**config.mk**
```make
export PLATFORM = sky130hd
export DESIGN_NAME = vga_timing_gen
export DESIGN_NICKNAME = d
export VERILOG_FILES = /design/src/rtl/vga_timing_gen.sv
export SDC_FILE = /design/constraint.sdc
export NUM_CORES = 1
export LEC_CHECK = 0
export CORE_ASPECT_RATIO = 1.5
export CORE_MARGIN = 10
export CORE_UTILIZATION = 31
export DETAILED_ROUTE_END_ITERATION = 16
export PLACE_DENSITY_LB_ADDON = 0.1
export SETUP_SLACK_MARGIN = 0.5
export SYNTH_ARGS = -nofsm -noshare
export SYNTH_HDL_FRONTEND = slang
export SYNTH_SLANG_ARGS = --single-unit
```
**constraint.sdc**
```tcl
create_clock -name CLK -period 3.7 [get_ports CLK]
set_input_delay 0.37 -clock CLK [delete_from_list [all_inputs] [get_ports CLK]]
set_output_delay 0.37 -clock CLK [all_outputs]
set_load 0.02 [all_outputs]
```
**src/rtl/vga_timing_gen.sv**
```systemverilog
// 640x480@60 VGA timing generator with framebuffer fetch and LAT-cycle data alignment.
// Optional colour-bar source selected by defining VGA_TEST_PATTERN_EN.
module vga_timing_gen #(
  parameter int unsigned H_ACTIVE = 640,
  parameter int unsigned H_FP     = 16,
  parameter int unsigned H_SYNC   = 96,
  parameter int unsigned H_BP     = 48,
  parameter int unsigned V_ACTIVE = 480,
  parameter int unsigned V_FP     = 10,
  parameter int unsigned V_SYNC   = 2,
  parameter int unsigned V_BP     = 33,
  parameter logic        HS_POL   = 1'b0,
  parameter logic        VS_POL   = 1'b0,
  parameter int unsigned LAT      = 2
) (
  input  logic        CLK,
  input  logic        RST,
  input  logic        EN,
  output logic [9:0]  PIX_X,
  output logic [9:0]  PIX_Y,
  output logic        FETCH,
  input  logic [23:0] PIX_DATA,
  output logic [7:0]  VGA_R,
  output logic [7:0]  VGA_G,
  output logic [7:0]  VGA_B,
  output logic        VGA_HS,
  output logic        VGA_VS,
  output logic        VGA_BLANK_N,
  output logic        VGA_SYNC_N,
  output logic        FRAME_START
);

  localparam int unsigned H_TOTAL = H_ACTIVE + H_FP + H_SYNC + H_BP;
  localparam int unsigned V_TOTAL = V_ACTIVE + V_FP + V_SYNC + V_BP;

  localparam logic [9:0] H_LAST   = 10'(H_TOTAL - 1);
  localparam logic [9:0] V_LAST   = 10'(V_TOTAL - 1);
  localparam logic [9:0] H_ACT    = 10'(H_ACTIVE);
  localparam logic [9:0] V_ACT    = 10'(V_ACTIVE);
  localparam logic [9:0] HS_START = 10'(H_ACTIVE + H_FP);
  localparam logic [9:0] HS_END   = 10'(H_ACTIVE + H_FP + H_SYNC);
  localparam logic [9:0] VS_START = 10'(V_ACTIVE + V_FP);
  localparam logic [9:0] VS_END   = 10'(V_ACTIVE + V_FP + V_SYNC);

  typedef struct packed {
    logic       active;
    logic       hs;
    logic       vs;
    logic       first;
`ifdef VGA_TEST_PATTERN_EN
    logic [2:0] bar;
`endif
  } flags_t;

  logic [9:0] hc;
  logic [9:0] vc;
  logic       active;
  flags_t     cur;
  flags_t     dly [LAT];
  logic [23:0] src_rgb;

  always_ff @(posedge CLK) begin
    if (RST) begin
      hc <= '0;
      vc <= '0;
    end else if (EN) begin
      if (hc == H_LAST) begin
        hc <= '0;
        vc <= (vc == V_LAST) ? '0 : vc + 10'd1;
      end else begin
        hc <= hc + 10'd1;
      end
    end
  end

  assign active = (hc < H_ACT) && (vc < V_ACT);
  assign FETCH  = active;
  assign PIX_X  = active ? hc : '0;
  assign PIX_Y  = active ? vc : '0;

  always_comb begin
    cur        = '0;
    cur.active = active;
    cur.hs     = (hc >= HS_START) && (hc < HS_END);
    cur.vs     = (vc >= VS_START) && (vc < VS_END);
    cur.first  = (hc == '0) && (vc == '0);
`ifdef VGA_TEST_PATTERN_EN
    cur.bar    = 3'(hc / 10'(H_ACTIVE / 8));
`endif
  end

  // Flags travel alongside the framebuffer read so they meet PIX_DATA at the output register.
  always_ff @(posedge CLK) begin
    if (RST) begin
      for (int unsigned i = 0; i < LAT; i++) dly[i] <= '0;
    end else if (EN) begin
      dly[0] <= cur;
      for (int unsigned i = 1; i < LAT; i++) dly[i] <= dly[i-1];
    end
  end

`ifdef VGA_TEST_PATTERN_EN
  logic unused_pix;
  assign unused_pix = ^PIX_DATA;

  always_comb begin
    src_rgb = 24'h000000;
    case (dly[LAT-1].bar)
      3'd0: src_rgb = 24'hFFFFFF;
      3'd1: src_rgb = 24'hFFFF00;
      3'd2: src_rgb = 24'h00FFFF;
      3'd3: src_rgb = 24'h00FF00;
      3'd4: src_rgb = 24'hFF00FF;
      3'd5: src_rgb = 24'hFF0000;
      3'd6: src_rgb = 24'h0000FF;
      default: src_rgb = 24'h000000;
    endcase
  end
`else
  assign src_rgb = PIX_DATA;
`endif

  always_ff @(posedge CLK) begin
    if (RST) begin
      {VGA_R, VGA_G, VGA_B} <= '0;
      VGA_BLANK_N <= 1'b0;
      VGA_HS      <= ~HS_POL;
      VGA_VS      <= ~VS_POL;
      FRAME_START <= 1'b0;
    end else if (EN) begin
      {VGA_R, VGA_G, VGA_B} <= dly[LAT-1].active ? src_rgb : '0;
      VGA_BLANK_N <= dly[LAT-1].active;
      VGA_HS      <= dly[LAT-1].hs ? HS_POL : ~HS_POL;
      VGA_VS      <= dly[LAT-1].vs ? VS_POL : ~VS_POL;
      FRAME_START <= dly[LAT-1].first;
    end
  end

  assign VGA_SYNC_N = 1'b0;

endmodule

```
# After elaboration in Yosys (flattened, before gate mapping)
# Memories as Yosys holds them, arrays and structs flattened.
# Index checks and enable logic that the tools add are counted.
dict set report op_classes {
  add_sub_neg 2
  n_lt_le_gt_ge 6
  n_eq_ne 2
  mux 14
  n_bitwise 2
  reduce_logical 7
}
# op n
set ops {}
lappend ops {{two-way mux 10 bit} 4}
lappend ops {{two-way mux 24 bit} 1}
lappend ops {{adder 10 x 1 -> 10 bit (second input constant)} 2}
lappend ops {{equality test 10 bit (second input constant)} 2}
lappend ops {{zero test 10 bit} 2}
lappend ops {{less-than comparator 10 bit (second input constant)} 2}
lappend ops {{less-than comparator 10 x 9 -> 1 bit (second input constant)} 2}
lappend ops {{>= comparator 10 bit (second input constant)} 1}
lappend ops {{>= comparator 10 x 9 -> 1 bit (second input constant)} 1}
lappend ops {{two-way mux 4 bit} 2}
lappend ops {{two-way mux 1 bit} 7}
lappend ops {{logical AND 1 bit} 4}
lappend ops {{OR 1 bit} 2}
lappend ops {{AND reduction 2 bit} 1}
dict set report word_totals {
  register_bits 48
  ram_bits 8
  inputBits 27
  output_inout_bits 50
  word_cells 43
  mem_count 1
}
# memory depth word_bits rd rd_ports_with_merged_regs wr line_no
set mem_list {}
lappend mem_list {dly 2 4 2 0 2 59} ;# flags_t dly [LAT];

# Depth between registers and ports, before layout
dict set report depth {
  depth_word 4
  mapped_depth 7
  mapped_depth_nobuf 6
}

# Worst setup path before layout
# No wires, ideal clock.
dict set report synth_timing {
  kind {register -> output}
  start {register vc[7]}
  end {output PIX_X[7]}
  arrival_time_ns 1.551
  required_ns 3.330
  slack_ns 1.779
  stages_incl_launch_ff 6
  path_buffers 2
  path_cell_list {dfxtp_1 and4_1 clkbuf_1 nor3_1 buf_2 and2_1}
}
dict set report synth_via {
  elab_chain_cells 3
}
# element line_no
set synth_rtl {}
lappend synth_rtl {{start, declared} 56} ;# logic [9:0] vc;
lappend synth_rtl {{start signal, assigned} 69} ;# vc <= (vc == V_LAST) ? '0 : vc + 10'd1;
lappend synth_rtl {{less-than comparator 10 x 9 -> 1 bit} 76} ;# assign active = (hc < H_ACT) && (vc < V_ACT);
lappend synth_rtl {{logical AND 1 bit} 76}
lappend synth_rtl {{named net FETCH} 21} ;# output logic FETCH,
lappend synth_rtl {{two-way mux 10 bit} 78} ;# assign PIX_X = active ? hc : '0;
lappend synth_rtl {{end, declared} 19} ;# output logic [9:0] PIX_X,
# The timed path passes the listed nets, and every way through them passes these cells.

# Worst setup path in the final report
dict set report layout_timing {
  start {register vc[7]}
  end {output PIX_X[8]}
}
dict set report layout_via {
  elab_chain_cells 3
}
# element line_no
set layout_rtl {}
lappend layout_rtl {{less-than comparator 10 x 9 -> 1 bit} 76}
lappend layout_rtl {{logical AND 1 bit} 76}
lappend layout_rtl {{two-way mux 10 bit} 78}
# No other way between the ends.

==> results.yml <==
min_path:
  hold_path.class: "flop to flop"
  hp-start: "VGA_BLANK_N"
  hold_path_end: "VGA_BLANK_N"
  holdPathStages: 1
grt:
  grt_overflow: 0
  antenna_found_initial: 0
  grt_pass1_vias: 2039
  grt_usage_pct: 11.1
  grt_max_degree: 26
  grt_pass1_wl_um: 11000
cts:
  cts_buffer_depth: 2
  clk_pin_slew_worst_paths_ns: 0.07
  cts_num_sinks: 56
  h-tree-depth: 2
  root_buffer: "clkbuf_16"
  post-cts-setup-buffer-count: 0
  clock_latency_ns: 0.29
  post_cts_resized: 0
  hold_buffers: 0
  cts_buffers: 5
  cts_tree: "done"
sta:
  relSlewSlack_pct: 55.3
  rsz0062_at_grt: "no"
  whs_ns: 0.452
  tns_ns: 0
  final_hold_viol_count: 0
  slew_viol_final: 0
  period_share_pct: 79.4
  period_needed_ns: 2.94
  setup_violations: 0
  tightest_slew_ns: 0.665
  clock_skew_ns: 0.00285
  fmaxAchievable_mhz: 341
drt:
  via_per_inst: 4.85
  drtPass1Iterations: 4
  vias: 2014
  drt_iter0_drc: 75
  wl_per_cell_um: 16.2
  ant_nets: 0
  wirelength_um: 6710
  drc: 0
synth:
  synth_xor_area_share_pct: 4.26
  synthAdderAreaFrac_pct: 2.03
  synth_top_area_share_pct: 39.0
  async_reset_ff_share_pct: 0
  yosysUniqueCellTypes: 41
  syn_inst: 248
  syn_area_um2: 2470
  yosys.area.top_type: "dfxtp_1"
  yosysSeqAreaShare_pct: 48.7
  synth.avg_cell_area_um2: 9.94
  ys_warn_count: 0
  synth_most_common_cell: "dfxtp_1"
  yosys.area_share.simple_pct: 25.3
  synth_edf_count: 8
  yosys-top-cells-area: "dfxtp_1 (39%), edfxtp_1 (9.7%), a22o_1 (8.9%)"
  synthMuxAreaShare_pct: 1.22
  synth_top_family_by_area: "simple AND/OR/NAND/NOR gates"
  synth_ff_type: "dfxtp_1"
  ys_ff_latch: 56
  synth_compound_area_share_pct: 12.3
  synth_common_cells: "dfxtp_1 (48), a22o_1 (25), and2_1 (19)"
layout:
  fin_nets: 343
  instances_no_fill: 415
  diodes: 0
  drive_gt1_share_pct: 5.43
  syn2layout_area_growth_pct: 37.4
power_and_ir_drop:
  power_leakage_nw: 1.28
  powerDensity_nw_per_um2: 359
  ir_drop_mv: 0.176
critical_path:
  worstPathMaxFanout: 9
  rr_endpoint: "vc[4]"
  crit_chain: "and4_1 > nor3_1 > buf_4 > and2_2 > clkdlybuf4s50_1"
  worstPathArrival_ns: 2.57
  critPathLaunchType: "flop"
  r2r_start: "hc[0]"
  cp_slowest_stage_delay_ns: 0.60
  r2r_setup_slack_ns: 1.60
  required_ns: 3.33
  critical-path-slowest-cell: "clkdlybuf4s50_1"
  worst-setup-path-type: "flop to output pin"
  cp-end-kind: "output pin"
  r2r_cells: 5
die:
  dieArea_um2: 12000
  initial_utilization_pct: 32.0
  io_pins: 77
  num_rows: 39
  dieHeight_um: 129
  die-width_um: 92.8
  core_area_um2: 7710
run_status:
  status: "complete, no violations"
placed_design:
  portBuffers: 74
  dp.cells: 407
  place_congestion: 0.745
  place_hpwl_um: 5100
run:
  drv_cap: 0
==> layout by cell type, fill, tap and decap left out, types with 8 or more instances in the layout <==
master and instances:
and2_1 19, xor2_1 10, nand3_1 10, edfxtp_1 8, a22o_1 25, nor2_1 13
clkdlybuf4s50_1 74, nor3_1 9, nand2_1 13, dfxtp_1 48
==> critical path: cells and delay by family (launching register included) <==
family	cells	cell delay, ns
and+or+nand+nor	3	1.05
DFF	1	0.35
buffers and inverters	2	0.88
==> kinds of logic (layout without fill, tap and decap cells) <==
logic type               count (synthesis)  count (layout)
flip-flops                              56              56
adder cells (fa/ha/maj)                  4               4
XOR/XNOR                                12              12
AO/OA/AOI/OAI                           39              39
multiplexers                             3               3
AND/OR/NAND/NOR                        105             105
other                                    1               2
buffers and inverters                   28              92
==> flip-flops by register name, indices dropped and copies added (netlist names) <==
register,cells
hc,10
vc,10
VGA_B,8
VGA_G,8
VGA_R,8
dly,8
FRAME_START,1
VGA_BLANK_N,1
VGA_HS,1
VGA_VS,1
==> worst max path at each step <==
| stage | startpoint | to | cells past startpoint | slack [ns] |
|---|---|---|---|---|
| 2_1_floorplan | vc[7] | PIX_X[7] | 5 | 1.78 |
| 3_3_place_gp | EN | vc[3] | 5 | 0.94 |
| 3_5_place_dp | EN | vc[2] | 5 | 0.99 |
| 4_1_cts | vc[7] | PIX_X[8] | 5 | 0.70 |
| 5_1_grt | vc[7] | PIX_X[7] | 5 | 0.52 |
| 6_report | vc[7] | PIX_X[8] | 5 | 0.76 |
==> metal layers <==
layer / wire (um) / track usage, %
met5: 0 / 0
met4: 138 / 4.19
met3: 444 / 3.58
met2: 3270 / 19.3
met1: 2850 / 12.4
==> area by class of cell <==
type | count | area (um^2)
well taps | 102 | 128
clock inverters | 3 | 21.3
clock buffers | 5 | 125
multi-input cells | 165 | 1120
repair buffers | 78 | 771
fillers | 799 | 4320
inverters | 6 | 22.5
flip-flops and latches | 56 | 1200
==> report_power, final <==
part / internal, mW / switching [mW] / leakage, nW / total [mW]
sequential: 0.633 / 0.00734 / 0.477 / 0.640
clock: 0.253 / 0.218 / 0.0747 / 0.471
combinational: 0.0560 / 0.0494 / 0.726 / 0.105
total: 0.942 / 0.275 / 1.28 / 1.22
==> metrics by stage <==
step / setup slack [ns] / cell area [um^2] / power, mW / util, %
after detailed placement: 0.993 / 3240 / 0.761 / 42.1
after global routing: 0.523 / 3390 / 1.27 / 44.0
after floorplan: 1.78 / 2470 / 0.701 / -
after global placement: 0.943 / 3240 / 0.761 / 42.1
after CTS: 0.697 / 3390 / 1.24 / 44.0
final: 0.764 / 3390 / 1.22 / 44.0
Note: power is estimated with default switching activity, not from simulation.
